`src/rtl/cp0_pkg.sv`:
```
// Shared CP0 exception-control definitions: FSM states, ExcCodes, CP0 register
// indices, mux encodings and the exception vector.
package cp0_pkg;

  typedef enum logic [1:0] {
    ST_IDLE  = 2'd0,
    ST_REDIR = 2'd1,
    ST_HOLD  = 2'd2
  } cp0_state_e;

  localparam logic [4:0] EXC_INT = 5'd0;
  localparam logic [4:0] EXC_SYS = 5'd8;
  localparam logic [4:0] EXC_RI  = 5'd10;
  localparam logic [4:0] EXC_OV  = 5'd12;

  localparam logic [4:0] CP0_STATUS = 5'd12;
  localparam logic [4:0] CP0_CAUSE  = 5'd13;
  localparam logic [4:0] CP0_EPC    = 5'd14;

  localparam logic [1:0] SELPC_SEQ = 2'd0;
  localparam logic [1:0] SELPC_EPC = 2'd1;
  localparam logic [1:0] SELPC_VEC = 2'd2;

  localparam logic [1:0] MFC0_ALU = 2'd0;
  localparam logic [1:0] MFC0_STA = 2'd1;
  localparam logic [1:0] MFC0_CAU = 2'd2;
  localparam logic [1:0] MFC0_EPC = 2'd3;

  localparam logic [31:0] EXC_VECTOR = 32'h0000_0004;

  function automatic logic [31:0] cause_word(input logic [4:0] code);
    return {25'd0, code, 2'b00};
  endfunction

endpackage

```
`src/rtl/cp0_exc_prio.sv`:
```
// Fixed-priority event selector for the EX stage: picks at most one of
// interrupt, ov, unimpl, syscall, eret, mtc0 and reports its ExcCode.
module cp0_exc_prio
  import cp0_pkg::*;
(
  input  logic       en_i,
  input  logic       ex_valid_i,
  input  logic       intr_i,
  input  logic       ov_i,
  input  logic       unimpl_i,
  input  logic       syscall_i,
  input  logic       eret_i,
  input  logic       mtc0_req_i,
  input  logic [3:0] sta_en_i,
  output logic       acc_int_o,
  output logic       acc_exc_o,
  output logic       acc_eret_o,
  output logic       acc_mtc0_o,
  output logic [4:0] exccode_o
);

  always_comb begin
    acc_int_o  = 1'b0;
    acc_exc_o  = 1'b0;
    acc_eret_o = 1'b0;
    acc_mtc0_o = 1'b0;
    exccode_o  = EXC_INT;
    if (en_i && ex_valid_i) begin
      if (intr_i && sta_en_i[0]) begin
        acc_int_o = 1'b1;
        acc_exc_o = 1'b1;
        exccode_o = EXC_INT;
      end else if (ov_i && sta_en_i[3]) begin
        acc_exc_o = 1'b1;
        exccode_o = EXC_OV;
      end else if (unimpl_i && sta_en_i[2]) begin
        acc_exc_o = 1'b1;
        exccode_o = EXC_RI;
      end else if (syscall_i && sta_en_i[1]) begin
        acc_exc_o = 1'b1;
        exccode_o = EXC_SYS;
      end else if (eret_i) begin
        acc_eret_o = 1'b1;
      end else if (mtc0_req_i) begin
        acc_mtc0_o = 1'b1;
      end
    end
  end

endmodule

```
`src/rtl/cp0_exc_ctrl.sv`:
```
// CP0 exception/interrupt controller: accepts one EX-stage event per cycle,
// drives CP0 write enables and PC redirect, then flushes for FLUSH_CYCLES.
module cp0_exc_ctrl
  import cp0_pkg::*;
#(
  parameter int unsigned FLUSH_CYCLES = 2
) (
  input  logic        clk,
  input  logic        rst,
  input  logic        intr,
  input  logic        ex_valid,
  input  logic        ov,
  input  logic        unimpl,
  input  logic        syscall,
  input  logic        eret,
  input  logic        mfc0_req,
  input  logic        mtc0_req,
  input  logic [4:0]  c0_rd,
  input  logic [31:0] sta,
  output logic        wsta,
  output logic        wcau,
  output logic        wepc,
  output logic        exc,
  output logic        inta,
  output logic        mtc0,
  output logic [1:0]  mfc0,
  output logic [1:0]  selpc,
  output logic [31:0] cause,
  output logic        flush,
  output logic        busy
);

  localparam logic [2:0] HOLD_LEN = 3'(FLUSH_CYCLES - 1);

  cp0_state_e state_q, state_d;
  logic [2:0] cnt_q, cnt_d;
  logic       armed_q;
  logic       run;
  logic       acc_int, acc_exc, acc_eret, acc_mtc0;
  logic [4:0] exccode;
  logic       unused_sta;

  assign unused_sta = ^sta[31:4];
  // Outputs stay quiet during reset and for one cycle after it is released.
  assign run = rst & armed_q;

  cp0_exc_prio u_prio (
    .en_i       (run && (state_q == ST_IDLE)),
    .ex_valid_i (ex_valid),
    .intr_i     (intr),
    .ov_i       (ov),
    .unimpl_i   (unimpl),
    .syscall_i  (syscall),
    .eret_i     (eret),
    .mtc0_req_i (mtc0_req),
    .sta_en_i   (sta[3:0]),
    .acc_int_o  (acc_int),
    .acc_exc_o  (acc_exc),
    .acc_eret_o (acc_eret),
    .acc_mtc0_o (acc_mtc0),
    .exccode_o  (exccode)
  );

  always_ff @(posedge clk) begin
    if (!rst) begin
      state_q <= ST_IDLE;
      cnt_q   <= 3'd0;
      armed_q <= 1'b0;
    end else begin
      state_q <= state_d;
      cnt_q   <= cnt_d;
      armed_q <= 1'b1;
    end
  end

  always_comb begin
    state_d = state_q;
    cnt_d   = cnt_q;
    wsta    = 1'b0;
    wcau    = 1'b0;
    wepc    = 1'b0;
    exc     = 1'b0;
    inta    = 1'b0;
    mtc0    = 1'b0;
    mfc0    = MFC0_ALU;
    selpc   = SELPC_SEQ;
    cause   = 32'd0;
    flush   = 1'b0;
    busy    = 1'b0;

    unique case (state_q)
      ST_IDLE: begin
        cnt_d = 3'd0;
        if (acc_exc) begin
          wsta    = 1'b1;
          wcau    = 1'b1;
          wepc    = 1'b1;
          exc     = 1'b1;
          inta    = acc_int;
          selpc   = SELPC_VEC;
          cause   = cause_word(exccode);
          flush   = 1'b1;
          state_d = ST_REDIR;
        end else if (acc_eret) begin
          wsta    = 1'b1;
          selpc   = SELPC_EPC;
          flush   = 1'b1;
          state_d = ST_REDIR;
        end else if (acc_mtc0) begin
          mtc0 = 1'b1;
          wsta = (c0_rd == CP0_STATUS);
          wcau = (c0_rd == CP0_CAUSE);
          wepc = (c0_rd == CP0_EPC);
        end
      end
      ST_REDIR: begin
        flush = 1'b1;
        busy  = 1'b1;
        if (HOLD_LEN == 3'd0) begin
          state_d = ST_IDLE;
          cnt_d   = 3'd0;
        end else begin
          state_d = ST_HOLD;
          cnt_d   = HOLD_LEN;
        end
      end
      ST_HOLD: begin
        flush = 1'b1;
        busy  = 1'b1;
        if (cnt_q <= 3'd1) begin
          state_d = ST_IDLE;
          cnt_d   = 3'd0;
        end else begin
          cnt_d = cnt_q - 3'd1;
        end
      end
      default: begin
        state_d = ST_IDLE;
        cnt_d   = 3'd0;
      end
    endcase

    if (mfc0_req && ex_valid) begin
      case (c0_rd)
        CP0_STATUS: mfc0 = MFC0_STA;
        CP0_CAUSE:  mfc0 = MFC0_CAU;
        CP0_EPC:    mfc0 = MFC0_EPC;
        default:    mfc0 = MFC0_ALU;
      endcase
    end

    if (!run) begin
      wsta  = 1'b0;
      wcau  = 1'b0;
      wepc  = 1'b0;
      exc   = 1'b0;
      inta  = 1'b0;
      mtc0  = 1'b0;
      mfc0  = MFC0_ALU;
      selpc = SELPC_SEQ;
      cause = 32'd0;
      flush = 1'b0;
      busy  = 1'b0;
    end
  end

endmodule

```
`config.mk`:
```
export PLATFORM = sky130hd
export DESIGN_NAME = cp0_exc_ctrl
export DESIGN_NICKNAME = d
export VERILOG_FILES = /design/src/rtl/cp0_pkg.sv /design/src/rtl/cp0_exc_prio.sv /design/src/rtl/cp0_exc_ctrl.sv
export SDC_FILE = /design/constraint.sdc
export NUM_CORES = 1
export LEC_CHECK = 0
export BUFFER_PORTS_ARGS = -buffer_cell sky130_fd_sc_hd__buf_2
export CAP_MARGIN = 20
export CORE_ASPECT_RATIO = 1.25
export CORE_MARGIN = 4
export CORE_UTILIZATION = 32
export CTS_CLUSTER_SIZE = 40
export DETAILED_ROUTE_END_ITERATION = 10
export PLACE_DENSITY_LB_ADDON = 0.05
export SYNTH_ARGS = -nofsm -noshare
export SYNTH_HDL_FRONTEND = slang
export SYNTH_SLANG_ARGS = --single-unit
```
`constraint.sdc`:
```
create_clock -name clk -period 1.8 [get_ports clk]
set_input_delay 0.27 -clock clk [delete_from_list [all_inputs] [get_ports clk]]
set_output_delay 0.27 -clock clk [all_outputs]
set_load 0.02 [all_outputs]
```
==> results.toml <==
[run_status]
status = "complete, no violations"

[pwr]
power_per_cell_area_nw_per_um2 = 814.9
power.ir.vdd_worst_mv = 0.5783
leakage_nw = 0.5577
total_power_w = 0.0007902

[synthesis]
netlist_instances = 99
syn_area_sq_um = 744.5
seq_area_frac_synth_pct = 16.13
synth_edf_count = 0
ys_seq_elements = 6
yosys_warnings = 0
yosysUniqueCellTypes = 26
synthSimpleGateAreaFrac_pct = 21.34
synthXorXnorAreaFrac_pct = 1.176
syn_avg_cell_area_sq_um = 7.520
synth_mux_area_share_pct = 2.689
synth_adder_area_share_pct = 11.76
synth_top_family_by_area = "buffers and inverters"
synthArstFlopShare_pct = 0
synth-compound-area-share_pct = 10.59
synth_ff_type = "dfxtp_1"

[clock_network]
cts_inserted_buffers = 3
cts_root_buffer = "clkbuf_4"
path_clk_slew_ns = 0.05
cts.path.max_buffers = 2
clkLatencyLatePin_ns = 0.24
htree_levels = 1
clock-sinks = 6
cts_tree = "built"
cts_hold_buf = 0

[global_route]
track_usage_pct = 10.39
grt_first_pass_wirelength_um = 2463
grt_pass1_vias = 559
grt_overflow = 0
grt_max_degree = 11
antenna_found_initial = 0

[route]
drtPass1Iterations = 4
wl_per_cell_um = 10.55
drc = 0
wl_um = 1836
dr_total_vias = 696
avgViaCountPerCell = 4.000
ant_nets = 0
first_iter_violations = 11

[layout]
nNetsFinal = 199
final_common_cell = "buf_2"
diodes = 0
final_cell_mix = "buf_2, conb_1, buf_4"
drive_gt1_share_pct = 40.56
stdcell_count = 174
area_delta_synth_final_pct = 30.25

[critical_path]
crit_buf_inv = 2
crit_chain = "inv_4, ha_4, and2_4, nand4_1, o41ai_2, buf_4"
required_ns = 1.53
critPathArrivalTime_ns = 1.51
critPathMaxFanout = 4
critPathTopFamily = "flip-flops"
slowest_delay_ns = 0.33
crit_slowest_cell = "dfxtp_2"
path_class = "reg2out"
crit_path_end_kind = "output pin"
start_kind = "flip-flop"

[timing]
setup_viol = 0
finalHoldViolCount = 0
slew_viol_final = 0
worst_slack_ns = 0.01712
skew_ns = 0.0002780
rsz0062_at_grt = "true"
period_share_pct = 99.05
clock.fmax_ghz = 0.5609
finalCriticalPeriod_ns = 1.783

[placed_design]
preCtsSetupSlack_ns = 0.05736
dpl.hpwl_um = 1487
gp_congestion = 0.7023
dpl.cell_count = 166
port_buffers = 33

[floorplan]
fp.coreArea_sq_um = 2211
row_count = 19
fp.dieH_um = 61.93
initial_core_util_pct = 33.67
ios = 91
die_x_um = 51.14
die_area_sq_um = 3167

[job]
maxCapViolCount = 0

[hold_path]
hp-class = "in2reg"
[Yosys cell counts (2+ instances only)]
master | number | area [sq um]
buf_4 | 30 | 225.2
nand2_1 | 11 | 41.29
inv_1 | 8 | 30.03
ha_1 | 7 | 87.58
dfxtp_1 | 6 | 120.1
nor2_1 | 6 | 22.52
nand3_1 | 4 | 20.02
a21oi_1 | 3 | 15.01
and3_1 | 2 | 12.51
mux2i_1 | 2 | 20.02
nand2b_1 | 2 | 12.51
nand4_1 | 2 | 12.51
nor3_1 | 2 | 10.01
o21ai_0 | 2 | 10.01
[layer usage]
metal | track usage (%) | share of wire, % | vias up
li1 | - | - | 354
met1 | 11.43 | 40 | 303
met2 | 17.86 | 47 | 35
met3 | 3.341 | 11 | 4
met4 | 5.769 | 1.4 | 0
met5 | 0 | 0 | -
[cell type report]
cell class                      instances  area (sq um)
Clock buffer                            3         22.52
Multi-Input combinational cell         82         501.7
Fill cell                             242          1241
Sequential cell                         6         121.4
Timing Repair Buffer                   44         252.7
Inverter                                8         32.53
Tap cell                               31         38.79
[path summary, 6_finish.rpt]
check / from / endpoint / slack (ns) / depth (start not counted)
max: state_q[0] / wsta / 0.02 / 6
min: rst / armed_q / 0.31 / 2
max reg2reg: state_q[0] / state_q[0] / 0.27 / 7
min reg2reg: cnt_q[1] / cnt_q[1] / 0.57 / 3
[timing repair]
action / 4_1_cts / 5_1_grt
setup endpoints to repair: 5 / 5
setup buffers: 0 / 5
pin swaps: 1 / 0
resized for setup: 7 / 6
[cell families (layout without fill, tap and decap cells)]
family / after synthesis / in the layout
flops: 6 / 6
buf+inv: 39 / 55
mux: 2 / 2
other cells: 1 / 29
simple gates: 33 / 33
xor+xnor: 1 / 1
fa+ha+maj: 7 / 7
compound gates: 10 / 10
[stage by stage]
stage / TNS [ns] / cell area, sq um / util (%) / hold WS [ns]
global route: -0.1069 / 969.7 / 43.86 / 0.3257
detailed placement: 0 / 868.3 / 39.28 / 0.5627
floorplan: 0 / 855.8 / - / 0.2977
global placement: 0 / 868.3 / 39.28 / 0.5538
CTS: -0.01327 / 909.6 / 41.14 / 0.3068
finish: 0 / 969.7 / 43.86 / 0.3109
[report_power, final]
group	total, W	leakage [nW]	switching [W]	internal [W]
registers	0.000173	0.0493	0.0000168	0.000156
logic	0.000492	0.495	0.000270	0.000222
clock network	0.000125	0.0138	0.0000499	0.0000755
[registers in the layout (all words and copies together) (netlist names)]
register	count
armed_q	1
cnt_q	3
state_q	2
[worst reg2reg max path, cell delays in order, from the launching register on]
cell     delay [ns]
dfxtp_2        0.33
inv_4          0.07
ha_4           0.15
nand4_1        0.12
a31o_4         0.25
buf_4          0.14
a21oi_2        0.20
mux2i_1        0.20
No activity file was read; power rests on OpenSTA's default activity.
